<file path="config.mk">
export PLATFORM = sky130hd
export DESIGN_NAME = vlsu_axi_order_ctrl
export DESIGN_NICKNAME = d
export VERILOG_FILES = /design/src/rtl/vlsu_axi_order_ctrl.sv
export SDC_FILE = /design/constraint.sdc
export NUM_CORES = 1
export LEC_CHECK = 0
export ABC_AREA = 1
export CAP_MARGIN = 20
export CORE_ASPECT_RATIO = 1.2
export CORE_UTILIZATION = 35
export CTS_BUF_LIST = sky130_fd_sc_hd__clkbuf_8
export DETAILED_ROUTE_END_ITERATION = 10
export PLACE_DENSITY = 0.72
export REMOVE_ABC_BUFFERS = 1
export SLEW_MARGIN = 30
export SYNTH_ARGS = -nofsm -noshare
export SYNTH_HDL_FRONTEND = slang
export SYNTH_SLANG_ARGS = --single-unit
</file>
<file path="constraint.sdc">
create_clock -name clk_i -period 2.28 [get_ports clk_i]
set_input_delay 0.456 -clock clk_i [delete_from_list [all_inputs] [get_ports clk_i]]
set_output_delay 0.456 -clock clk_i [all_outputs]
set_load 0.01 [all_outputs]
</file>
<file path="src/rtl/vlsu_axi_order_ctrl.sv">
// Issue gate between the VLSU address generator and the AXI AR/AW channels:
// caps outstanding bursts per direction, optional read/write exclusivity, fence drain.
//
// state    | meaning
// ---------+-------------------------------------------------------------
// ST_RUN   | normal issue, subject to outstanding caps and ordering rules
// ST_DRAIN | fence seen: issue blocked, waiting for both counters to reach 0
// ST_ACK   | drain complete: one-cycle fence_ack_o, issue still blocked
module vlsu_axi_order_ctrl #(
  parameter int unsigned MaxOutstandingAr = 8,
  parameter int unsigned MaxOutstandingAw = 8,
  parameter int unsigned CntWidth =
    $clog2(((MaxOutstandingAr > MaxOutstandingAw) ? MaxOutstandingAr : MaxOutstandingAw) + 1)
) (
  input  logic                clk_i,
  input  logic                rst_i,
  input  logic                strict_order_i,
  input  logic                ar_valid_i,
  output logic                ar_ready_o,
  output logic                ar_valid_o,
  input  logic                ar_ready_i,
  input  logic                aw_valid_i,
  output logic                aw_ready_o,
  output logic                aw_valid_o,
  input  logic                aw_ready_i,
  input  logic                r_valid_i,
  input  logic                r_ready_i,
  input  logic                r_last_i,
  input  logic                b_valid_i,
  input  logic                b_ready_i,
  input  logic                fence_req_i,
  output logic                fence_ack_o,
  output logic [CntWidth-1:0] ar_outstanding_o,
  output logic [CntWidth-1:0] aw_outstanding_o,
  output logic                idle_o,
  output logic                err_o
);

  localparam logic [CntWidth-1:0] LimAr = CntWidth'(MaxOutstandingAr);
  localparam logic [CntWidth-1:0] LimAw = CntWidth'(MaxOutstandingAw);
  localparam logic [CntWidth-1:0] CntOne = CntWidth'(1);

  typedef enum logic [1:0] {
    ST_RUN   = 2'd0,
    ST_DRAIN = 2'd1,
    ST_ACK   = 2'd2
  } state_e;

  state_e              r_state;
  state_e              w_state_nxt;
  logic [CntWidth-1:0] r_ar_cnt;
  logic [CntWidth-1:0] r_aw_cnt;
  logic [CntWidth-1:0] w_ar_cnt_nxt;
  logic [CntWidth-1:0] w_aw_cnt_nxt;
  logic                r_prio_w;
  logic                r_err;

  logic w_ar_fire;
  logic w_aw_fire;
  logic w_r_done;
  logic w_b_done;
  logic w_ar_uflow;
  logic w_aw_uflow;
  logic w_ar_zero;
  logic w_aw_zero;
  logic w_order_ar;
  logic w_order_aw;
  logic w_allow_ar;
  logic w_allow_aw;
  logic w_ack;
  logic w_prio_toggle;

  assign w_ar_zero = (r_ar_cnt == '0);
  assign w_aw_zero = (r_aw_cnt == '0);

  // Gates are forced low while reset is held so nothing escapes to AXI.
  assign ar_valid_o = ar_valid_i & w_allow_ar & ~rst_i;
  assign ar_ready_o = ar_ready_i & w_allow_ar & ~rst_i;
  assign aw_valid_o = aw_valid_i & w_allow_aw & ~rst_i;
  assign aw_ready_o = aw_ready_i & w_allow_aw & ~rst_i;
  assign fence_ack_o = w_ack & ~rst_i;

  assign w_ar_fire = ar_valid_o & ar_ready_i;
  assign w_aw_fire = aw_valid_o & aw_ready_i;
  assign w_r_done  = r_valid_i & r_ready_i & r_last_i;
  assign w_b_done  = b_valid_i & b_ready_i;

  always_comb begin
    w_ar_cnt_nxt = r_ar_cnt;
    w_ar_uflow   = 1'b0;
    unique case ({w_ar_fire, w_r_done})
      2'b10: w_ar_cnt_nxt = r_ar_cnt + CntOne;
      2'b01: begin
        if (w_ar_zero) w_ar_uflow = 1'b1;
        else           w_ar_cnt_nxt = r_ar_cnt - CntOne;
      end
      default: ;
    endcase
  end

  always_comb begin
    w_aw_cnt_nxt = r_aw_cnt;
    w_aw_uflow   = 1'b0;
    unique case ({w_aw_fire, w_b_done})
      2'b10: w_aw_cnt_nxt = r_aw_cnt + CntOne;
      2'b01: begin
        if (w_aw_zero) w_aw_uflow = 1'b1;
        else           w_aw_cnt_nxt = r_aw_cnt - CntOne;
      end
      default: ;
    endcase
  end

  // With nothing in flight and both sides asking, prio_w picks a single winner.
  always_comb begin
    w_order_ar = 1'b1;
    w_order_aw = 1'b1;
    if (strict_order_i) begin
      if (w_ar_zero && w_aw_zero && ar_valid_i && aw_valid_i) begin
        w_order_ar = ~r_prio_w;
        w_order_aw = r_prio_w;
      end else begin
        w_order_ar = w_aw_zero;
        w_order_aw = w_ar_zero;
      end
    end
  end

  assign w_prio_toggle = strict_order_i &
                         ((~r_prio_w & w_ar_fire & aw_valid_i) |
                          ( r_prio_w & w_aw_fire & ar_valid_i));

  always_comb begin
    w_state_nxt = r_state;
    w_allow_ar  = 1'b0;
    w_allow_aw  = 1'b0;
    w_ack       = 1'b0;
    unique case (r_state)
      ST_RUN: begin
        if (fence_req_i) begin
          w_state_nxt = ST_DRAIN;
        end else begin
          w_allow_ar = (r_ar_cnt < LimAr) & w_order_ar;
          w_allow_aw = (r_aw_cnt < LimAw) & w_order_aw;
        end
      end
      ST_DRAIN: begin
        if ((w_ar_cnt_nxt == '0) && (w_aw_cnt_nxt == '0)) w_state_nxt = ST_ACK;
      end
      ST_ACK: begin
        w_ack       = 1'b1;
        w_state_nxt = ST_RUN;
      end
      default: w_state_nxt = ST_RUN;
    endcase
  end

  always_ff @(posedge clk_i) begin
    if (rst_i) begin
      r_state  <= ST_RUN;
      r_ar_cnt <= '0;
      r_aw_cnt <= '0;
      r_prio_w <= 1'b0;
      r_err    <= 1'b0;
    end else begin
      r_state  <= w_state_nxt;
      r_ar_cnt <= w_ar_cnt_nxt;
      r_aw_cnt <= w_aw_cnt_nxt;
      if (w_prio_toggle) r_prio_w <= ~r_prio_w;
      if (w_ar_uflow || w_aw_uflow) r_err <= 1'b1;
    end
  end

  assign ar_outstanding_o = r_ar_cnt;
  assign aw_outstanding_o = r_aw_cnt;
  assign idle_o           = w_ar_zero & w_aw_zero & (r_state == ST_RUN);
  assign err_o            = r_err;

endmodule
</file>
==> flow_metrics.env, run 1 <==
export IMPL_grt_pass1_vias=1245
export IMPL_postSynthCellCount=184
export IMPL_worst_setup_path_start_kind="primary input"
export IMPL_ys_top_cells_by_count="nand2_1 (58), inv_1 (32), nor2_1 (20)"
export IMPL_sequentialPowerShare_pct=30.1
export IMPL_hpwl_mm=2.29
export IMPL_setup_slack_ns=-0.254
export IMPL_arrival_ns=2.66
export IMPL_synth_cell_types=19
export IMPL_crit_fanout=4
export IMPL_synth_seq_cells=12
export IMPL_worstSkewPairLatency_ns=0.24
export IMPL_fin_crit_ns=2.53
export IMPL_drtAntennaViolNets=0
export IMPL_crit_type="primary input to register"
export IMPL_syn_avg_cell_area_um2=5.72
export IMPL_numCtsBuffers=3
export IMPL_dr_pass1_iters=4
export IMPL_swShare_pct=30.3
export IMPL_ys_warnings_count=0
export IMPL_cpMaxStageDelayCell="clkdlybuf4s50_1"
export IMPL_worst_slew_pin_slew_ns=0.307
export IMPL_grt_pass1_wl_mm=4.90
export IMPL_fp_dieW_um=52.1
export IMPL_fill_cells=220
export IMPL_internal_power_uw=520
export IMPL_hold_path_class="register to register"
export IMPL_cts_root_buf="clkbuf_8"
export IMPL_clock_path_buffers=2
export IMPL_clock_sinks=12
export IMPL_port_buffers=27
export IMPL_start_util_pct=37.4
export IMPL_synth_top_area_cell="dfxtp_1"
export IMPL_regArea_um2=245
export IMPL_drv_cap=0
export IMPL_peakVddDrop_mv=0.372
export IMPL_fin_util_pct=70.8
export IMPL_leakagePower_uw=0.00105
export IMPL_die_area_um2=3230
export IMPL_fin_skew_ns=0.00108
export IMPL_max_stage_delay_ns=0.42
export IMPL_grt_max_degree=12
export IMPL_slew_headroom_pct=79.5
export IMPL_drt_iter0_markers=30
export IMPL_combPwrFrac_pct=38.5
export IMPL_status="finished with violations"
export IMPL_diodes=0
export IMPL_drc=0
export IMPL_worstPathCellList="clkdlybuf4s50_1, nor2_1, inv_2, nor2_2, nand2_2, inv_2, nand2_2, nor2_4, nand2_2, ha_4, buf_6, a21oi_2, nand2_1, nand2_1, nor2_2, nand3_2, o21bai_1, a21oi_1"
export IMPL_synthesis_area_um2=1050
export IMPL_critPathCaptureType="register"
export IMPL_final_net_count=286
export IMPL_finalHoldViolCount=0
export IMPL_required_ns=2.41
export IMPL_dp_slack_ns=-0.537
export IMPL_clock_fmax_mhz=395
export IMPL_core_area_um2=2810
export IMPL_clockPowerShare_pct=31.4
export IMPL_drt_vias_per_instance=4.76
export IMPL_async_flop_share_pct=0
export IMPL_violations="negative setup slack"
export IMPL_pin_count=28
export IMPL_finalWeightedCongestion=0.831
export IMPL_vias=1419
export IMPL_crit_top_cell="nand2_2"
export IMPL_dp_cells=283
export IMPL_multi_input_area_um2=846
export IMPL_ys_seq_area_share_pct=22.8
export IMPL_cts_tree="done"
export IMPL_synth_most_common_cell="nand2_1"
export IMPL_path_clk_slew_ns=0.06
export IMPL_rsz0062_at_grt="true"
export IMPL_rows=21
export IMPL_hold_slack_ns=0.479
export IMPL_grt_ovfl_total=0
export IMPL_avgRoutedWirePerCell_um=11.3
export IMPL_pwr_density_cell_nw_per_um2=374
export IMPL_area_delta_synth_final_pct=89.2
export IMPL_setup_viol=2
export IMPL_track_usage_pct=20.1
export IMPL_switching_power_uw=226
export IMPL_synth_ff_type="dfxtp_1"
export IMPL_drive_above_1_share_pct=42.0
export IMPL_synthTopCellsByArea="dfxtp_1 (23%), nand2_1 (21%), inv_1 (11%)"
export IMPL_yosys_area_top_type_share_pct=22.8
export IMPL_die_h_um=62.1
export IMPL_fin_setup_tns_ns=-0.503
export IMPL_finalCritPeriodShare_pct=111
export IMPL_antenna_found_initial=0
export IMPL_cts_max_level=1
export IMPL_layout_cells_non_filler=298
export IMPL_synth_edff_count=0
export IMPL_maxSlewViolCount=0
export IMPL_wirelength_mm=3.38
## final timing paths
kind / start / endpoint / slack (ns) / cells after the start
setup / recovery: fence_req_i / r_state[0] / -0.25 / 18
hold reg to reg: err_o / err_o / 0.48 / 2
hold / removal: err_o / err_o / 0.48 / 2
setup reg to reg: aw_outstanding_o[0] / r_state[0] / -0.24 / 20
## cell families (layout without fill, tap and decap cells)
group | count (synthesis) | after routing | synth area share, %
compound gates | 15 | 15 | 7.37
fa+ha+maj | 8 | 8 | 9.51
buf+inv | 37 | 117 | 13.3
flops | 12 | 12 | 22.8
simple gates | 112 | 112 | 47.0
## layout by cell type (no fill, tap or decap)
| cell type | count |
|---|---|
| inv_2 | 11 |
| nor2_1 | 13 |
| ha_1 | 2 |
| inv_4 | 1 |
| nand4_1 | 5 |
| buf_4 | 43 |
| nand3_4 | 1 |
| dfxtp_2 | 4 |
| nor3_1 | 4 |
| nand2_2 | 12 |
| a21oi_1 | 5 |
| nor2_2 | 6 |
| nor2_4 | 3 |
| nand3_2 | 1 |
| nand2_1 | 48 |
| buf_6 | 9 |
| dfxtp_1 | 8 |
| nor3_4 | 1 |
| o21bai_1 | 1 |
| o21ai_1 | 3 |
| nand2_4 | 1 |
| inv_1 | 23 |
| ha_4 | 6 |
| nor4_2 | 1 |
| clkbuf_2 | 2 |
| o21ai_0 | 1 |
| dlygate4sd2_1 | 5 |
| nand3_1 | 16 |
| clkdlybuf4s50_1 | 19 |
| a21oi_2 | 5 |
| clkbuf_8 | 4 |
## state kept, by name, indices dropped and copies added, names as in the netlist
signal,cells
r_state,2
aw_outstanding_o,4
r_prio_w,1
ar_outstanding_o,4
err_o,1
## cell type report
cell class | count | area share (%)
inverters | 35 | 6.73
clock buffers | 4 | 2.77
well taps | 34 | 2.14
flip-flops and latches | 12 | 12.3
multi-input cells | 135 | 42.5
repair buffers | 78 | 33.6
## through the flow
stage / total power (µW) / area [µm²]
final: 745 / 1990
after global routing: 789 / 1990
after CTS: 703 / 1810
after detailed placement: 455 / 1660
after global placement: 454 / 1660
after floorplan: 333 / 1040
## per-layer routing
layer | wire, µm | vias up | global-route usage [%]
met4 | 61 | 0 | 6.95
met3 | 79 | 6 | 1.46
met2 | 1830 | 21 | 39.9
li1 | - | 735 | -
met5 | 0 | - | 0
met1 | 1410 | 657 | 22.3
## power groups by stage
| stage | combinational (µW) | clock (µW) | sequential [µW] |
|---|---|---|---|
| finish | 287 | 234 | 224 |
| global route | 314 | 249 | 226 |
| CTS | 240 | 238 | 224 |
| detailed placement | 227 | 0 | 228 |
| global placement | 226 | 0 | 228 |
| floorplan | 99.0 | 0 | 234 |
## worst max-delay path, delay by kind of cell
family                   cells  cell delay, ns
AND/OR/NAND/NOR             10            1.00
buffers and inverters        4            0.66
adder cells (fa/ha/maj)      1            0.28
AO/OA/AOI/OAI                3            0.26
## timing repair
item / in CTS / in global routing
gates resized for setup: 35 / 46
hold buffers: 0 / 0
endpoints found under the setup margin: 15 / 14
gates cloned: 0 / 0
pin swaps: 12 / 25
setup buffers: 6 / 10
Note: power is estimated with default switching activity, not from simulation.
==> inputs of run 2 (changes only) <==
--- a/config.mk
+++ b/config.mk
@@ -8,10 +8,10 @@
 export ABC_AREA = 1
 export CAP_MARGIN = 20
 export CORE_ASPECT_RATIO = 1.2
-export CORE_UTILIZATION = 35
+export CORE_UTILIZATION = 45
 export CTS_BUF_LIST = sky130_fd_sc_hd__clkbuf_8
 export DETAILED_ROUTE_END_ITERATION = 10
-export PLACE_DENSITY = 0.72
+export PLACE_DENSITY = 0.87
 export REMOVE_ABC_BUFFERS = 1
 export SLEW_MARGIN = 30
 export SYNTH_ARGS = -nofsm -noshare
==> flow_metrics.env, run 2 <==
export IMPL_status="aborted with a tool error"
export IMPL_stop_stage="5_1_grt"
export IMPL_firstError="[ERROR DPL-0038] Utilization greater than 100%, impossible to legalize"
export IMPL_cts_root_buf="clkbuf_8"
export IMPL_clock_path_buffers=2
export IMPL_cts_max_level=1
export IMPL_synth_cell_types=19
export IMPL_pin_count=28
export IMPL_grt_max_degree=12
export IMPL_dp_cells=280
export IMPL_synth_seq_cells=12
export IMPL_ys_top_cells_by_count="nand2_1 (58), inv_1 (32), nor2_1 (20)"
export IMPL_synthTopCellsByArea="dfxtp_1 (23%), nand2_1 (21%), inv_1 (11%)"
export IMPL_synthesis_area_um2=1050
export IMPL_port_buffers=27
export IMPL_dp_slack_ns=-0.537
export IMPL_synth_top_area_cell="dfxtp_1"
export IMPL_grt_worst_endpoint="r_state[0]$_SDFFE_PP0P_/D"
export IMPL_ys_seq_area_share_pct=22.8
export IMPL_syn_avg_cell_area_um2=5.72
export IMPL_fp_dieW_um=46.1
export IMPL_hpwl_mm=2.42
export IMPL_ys_warnings_count=0
export IMPL_yosys_area_top_type_share_pct=22.8
export IMPL_start_util_pct=49.2
export IMPL_async_flop_share_pct=0
export IMPL_die_h_um=55.0
export IMPL_place_area_um2=1660
export IMPL_clock_sinks=12
export IMPL_finalWeightedCongestion=0.818
export IMPL_synth_most_common_cell="nand2_1"
export IMPL_postSynthCellCount=184
export IMPL_numCtsBuffers=3
export IMPL_synth_edff_count=0
export IMPL_worst_ep_kind="register data pin"
export IMPL_rows=18
export IMPL_synth_ff_type="dfxtp_1"
-- run 2: cell counts after synthesis --
No cell type changed its count.
-- run 2: stage by stage --
stage                     hold WS (ns)  setup TNS, ns  util, %
after floorplan                  0.443         -0.695        -
after global placement           0.463          -3.24     77.5
after detailed placement         0.468          -3.86     77.5
after CTS                        0.486         -0.615     92.7
-- run 2: cells by family after synthesis --
kind of cell	count (synthesis)	synth area share, %
fa+ha+maj	8	9.51
simple gates	112	47.0
flops	12	22.8
compound gates	15	7.37
buf+inv	37	13.3
-- run 2: what timing repair did --
action                     in CTS
setup buffers                  20
pin swaps                      17
hold buffers                    0
gates resized for setup        55
setup endpoints to repair      17
==> inputs of run 3 (changes only) <==
--- a/config.mk
+++ b/config.mk
@@ -7,11 +7,10 @@
 export LEC_CHECK = 0
 export ABC_AREA = 1
 export CAP_MARGIN = 20
-export CORE_ASPECT_RATIO = 1.2
-export CORE_UTILIZATION = 45
-export CTS_BUF_LIST = sky130_fd_sc_hd__clkbuf_8
+export CORE_AREA = 2 2 63 65
 export DETAILED_ROUTE_END_ITERATION = 10
-export PLACE_DENSITY = 0.87
+export DIE_AREA = 0 0 65 67
+export PLACE_DENSITY_LB_ADDON = 0.15
 export REMOVE_ABC_BUFFERS = 1
 export SLEW_MARGIN = 30
 export SYNTH_ARGS = -nofsm -noshare
==> constraint.sdc (replaced) <==
create_clock -name clk_i -period 2.96 [get_ports clk_i]
set_input_delay 0.592 -clock clk_i [delete_from_list [all_inputs] [get_ports clk_i]]
set_output_delay 0.592 -clock clk_i [all_outputs]
set_load 0.01 [all_outputs]
==> flow_metrics.env, run 3 (synthesis gave the netlist of run 1 again) <==
export IMPL_hold_slack_ns=0.471
export IMPL_die_h_um=67
export IMPL_dr_pass1_iters=4
export IMPL_cts_root_buf="clkbuf_8"
export IMPL_cts_setup_buffers=0
export IMPL_cts_max_level=1
export IMPL_ff2ff_path_depth=21
export IMPL_antenna_found_initial=0
export IMPL_status="finished clean"
export IMPL_dp_slack_ns=-0.00127
export IMPL_clock_fmax_mhz=364
export IMPL_hold_start="r_prio_w"
export IMPL_drv_cap=0
export IMPL_clock_path_buffers=2
export IMPL_core_area_um2=3610
export IMPL_startpoint="fence_req_i"
export IMPL_finalHoldViolCount=0
export IMPL_grt_pass1_vias=1050
export IMPL_required_ns=2.37
export IMPL_area_delta_synth_final_pct=45.2
export IMPL_rsz0062_at_grt="false"
export IMPL_maxSlewViolCount=0
export IMPL_setup_slack_ns=0.210
export IMPL_drt_iter0_markers=27
export IMPL_final_net_count=244
export IMPL_path_depth=9
export IMPL_final_common_cell="nand2_1"
export IMPL_endpoint="aw_valid_o"
export IMPL_worst_setup_path_start_kind="primary input"
export IMPL_grt_ovfl_total=0
export IMPL_avgRoutedWirePerCell_um=9.40
export IMPL_place_area_um2=1450
export IMPL_wirelength_mm=2.54
export IMPL_fin_skew_ns=0.00260
export IMPL_grt_pass1_wl_mm=4.49
export IMPL_crit_family="buffers and inverters"
export IMPL_die_area_um2=4360
export IMPL_drtAntennaViolNets=0
export IMPL_crit_fanout=2
export IMPL_diodes=0
export IMPL_worstPathCellList="clkdlybuf4s50_1, nor2_1, inv_1, nor2_1, nand2_2, inv_2, nand2_1, nor2_2, clkdlybuf4s50_1"
export IMPL_drive_above_1_share_pct=12.2
export IMPL_peakVddDrop_mv=0.214
export IMPL_critPathCaptureType="primary output"
export IMPL_hpwl_mm=2.11
export IMPL_r2r_start="ar_outstanding_o[0]"
export IMPL_crit_type="primary input to primary output"
export IMPL_worstSkewPairLatency_ns=0.24
export IMPL_power_uw=501
export IMPL_port_buffers=27
export IMPL_worst_slew_pin_slew_ns=0.262
export IMPL_drc=0
export IMPL_arrival_ns=2.16
export IMPL_finalWeightedCongestion=0.830
export IMPL_fin_crit_ns=2.75
export IMPL_setup_viol=0
export IMPL_finalCritPeriodShare_pct=92.9
export IMPL_track_usage_pct=13.0
export IMPL_cts_tree="done"
export IMPL_numCtsBuffers=3
export IMPL_hold_path_class="register to register"
export IMPL_fp_dieW_um=65
export IMPL_pin_count=28
export IMPL_reg2reg_to="r_state[0]"
export IMPL_final_cell_mix="nand2_1 (58), inv_1 (32), clkdlybuf4s50_1 (27)"
export IMPL_path_clk_slew_ns=0.05
export IMPL_pwr_density_cell_nw_per_um2=328
export IMPL_leakagePower_uw=0.000802
export IMPL_start_util_pct=29.2
export IMPL_grt_max_degree=17
export IMPL_slew_headroom_pct=82.5
export IMPL_final_area_um2=1530
export IMPL_max_stage_delay_ns=0.55
export IMPL_rows=22
export IMPL_clock_sinks=12
export IMPL_r2r_slack_ns=0.36
export IMPL_drt_vias_per_instance=4.28
export IMPL_path_buf_inv=4
export IMPL_cpMaxStageDelayCell="clkdlybuf4s50_1"
export IMPL_vias=1156
run 3: how the worst min path moves through the flow:
stage | to | slack [ns] | cells past startpoint
after CTS | r_prio_w | 0.47 | 2
final | r_prio_w | 0.47 | 2
after global placement | r_prio_w | 0.47 | 2
after global routing | r_prio_w | 0.51 | 2
after detailed placement | r_prio_w | 0.47 | 2
after floorplan | r_prio_w | 0.44 | 2
run 3: report_power, final:
group	switching [µW]	internal [µW]
logic	74.4	72.3
clock network	61.2	118
registers	7.22	169
total	143	359
run 3: timing repair:
item | 4_1_cts | 5_1_grt
hold buffers | 0 | 0
endpoints found under the setup margin | 0 | 3
gates resized for setup | 0 | 6
run 3: cell type report:
cell class              instances  area (µm²)
inverters                      35         131
repair buffers                 36         350
multi-input cells             135         689
clock buffers                   4        55.1
flip-flops and latches         12         241
fillers                       396        2080
well taps                      48        60.1
run 3: metrics by stage:
stage	instances	TNS [ns]	util, %
after floorplan	182	0	-
after global placement	266	-0.0181	40.3
after detailed placement	266	-0.00127	40.3
after CTS	270	0	41.8
after global routing	270	0	42.4
final	270	0	42.4
run 3: metal layers:
layer | share of wire, % | vias to the layer above | global-route usage, % | routed length, µm
met2 | 42 | 24 | 20.6 | 1060
met5 | 0 | - | 0 | 0
met3 | 4.9 | 2 | 3.72 | 124
met1 | 53 | 478 | 18.3 | 1350
met4 | 0.28 | 0 | 0.798 | 7
li1 | - | 652 | - | -
run 3: worst reg2reg max path, cell delays in order, from the launching register on:
cell      delay, ns
dfxtp_1        0.31
inv_1          0.10
ha_1           0.27
nand3_4        0.11
nor2_1         0.10
nand4_1        0.10
nand3_1        0.10
nand2_2        0.06
inv_2          0.05
nand2_1        0.05
nor2_2         0.11
nand2_2        0.07
ha_1           0.28
inv_1          0.07
buf_4          0.10
nand2_1        0.07
nand2_1        0.08
nand2_1        0.05
nor2_1         0.10
nand3_1        0.09
o21bai_1       0.13
a21oi_1        0.07
==> inputs of run 4 (changes only) <==
--- a/config.mk
+++ b/config.mk
@@ -10,6 +10,7 @@
 export CORE_AREA = 2 2 63 65
 export DETAILED_ROUTE_END_ITERATION = 10
 export DIE_AREA = 0 0 65 67
+export MAX_ROUTING_LAYER = met4
 export PLACE_DENSITY_LB_ADDON = 0.15
 export REMOVE_ABC_BUFFERS = 1
 export SLEW_MARGIN = 30
==> results of run 4 <==
No change in the layout: final DEF, timing and power equal those of run 3.
Among the figures that moved: final weighted congestion in routability-driven placement 0.830 -> 0.843; overall routing resource usage 13.0% -> 13.4%
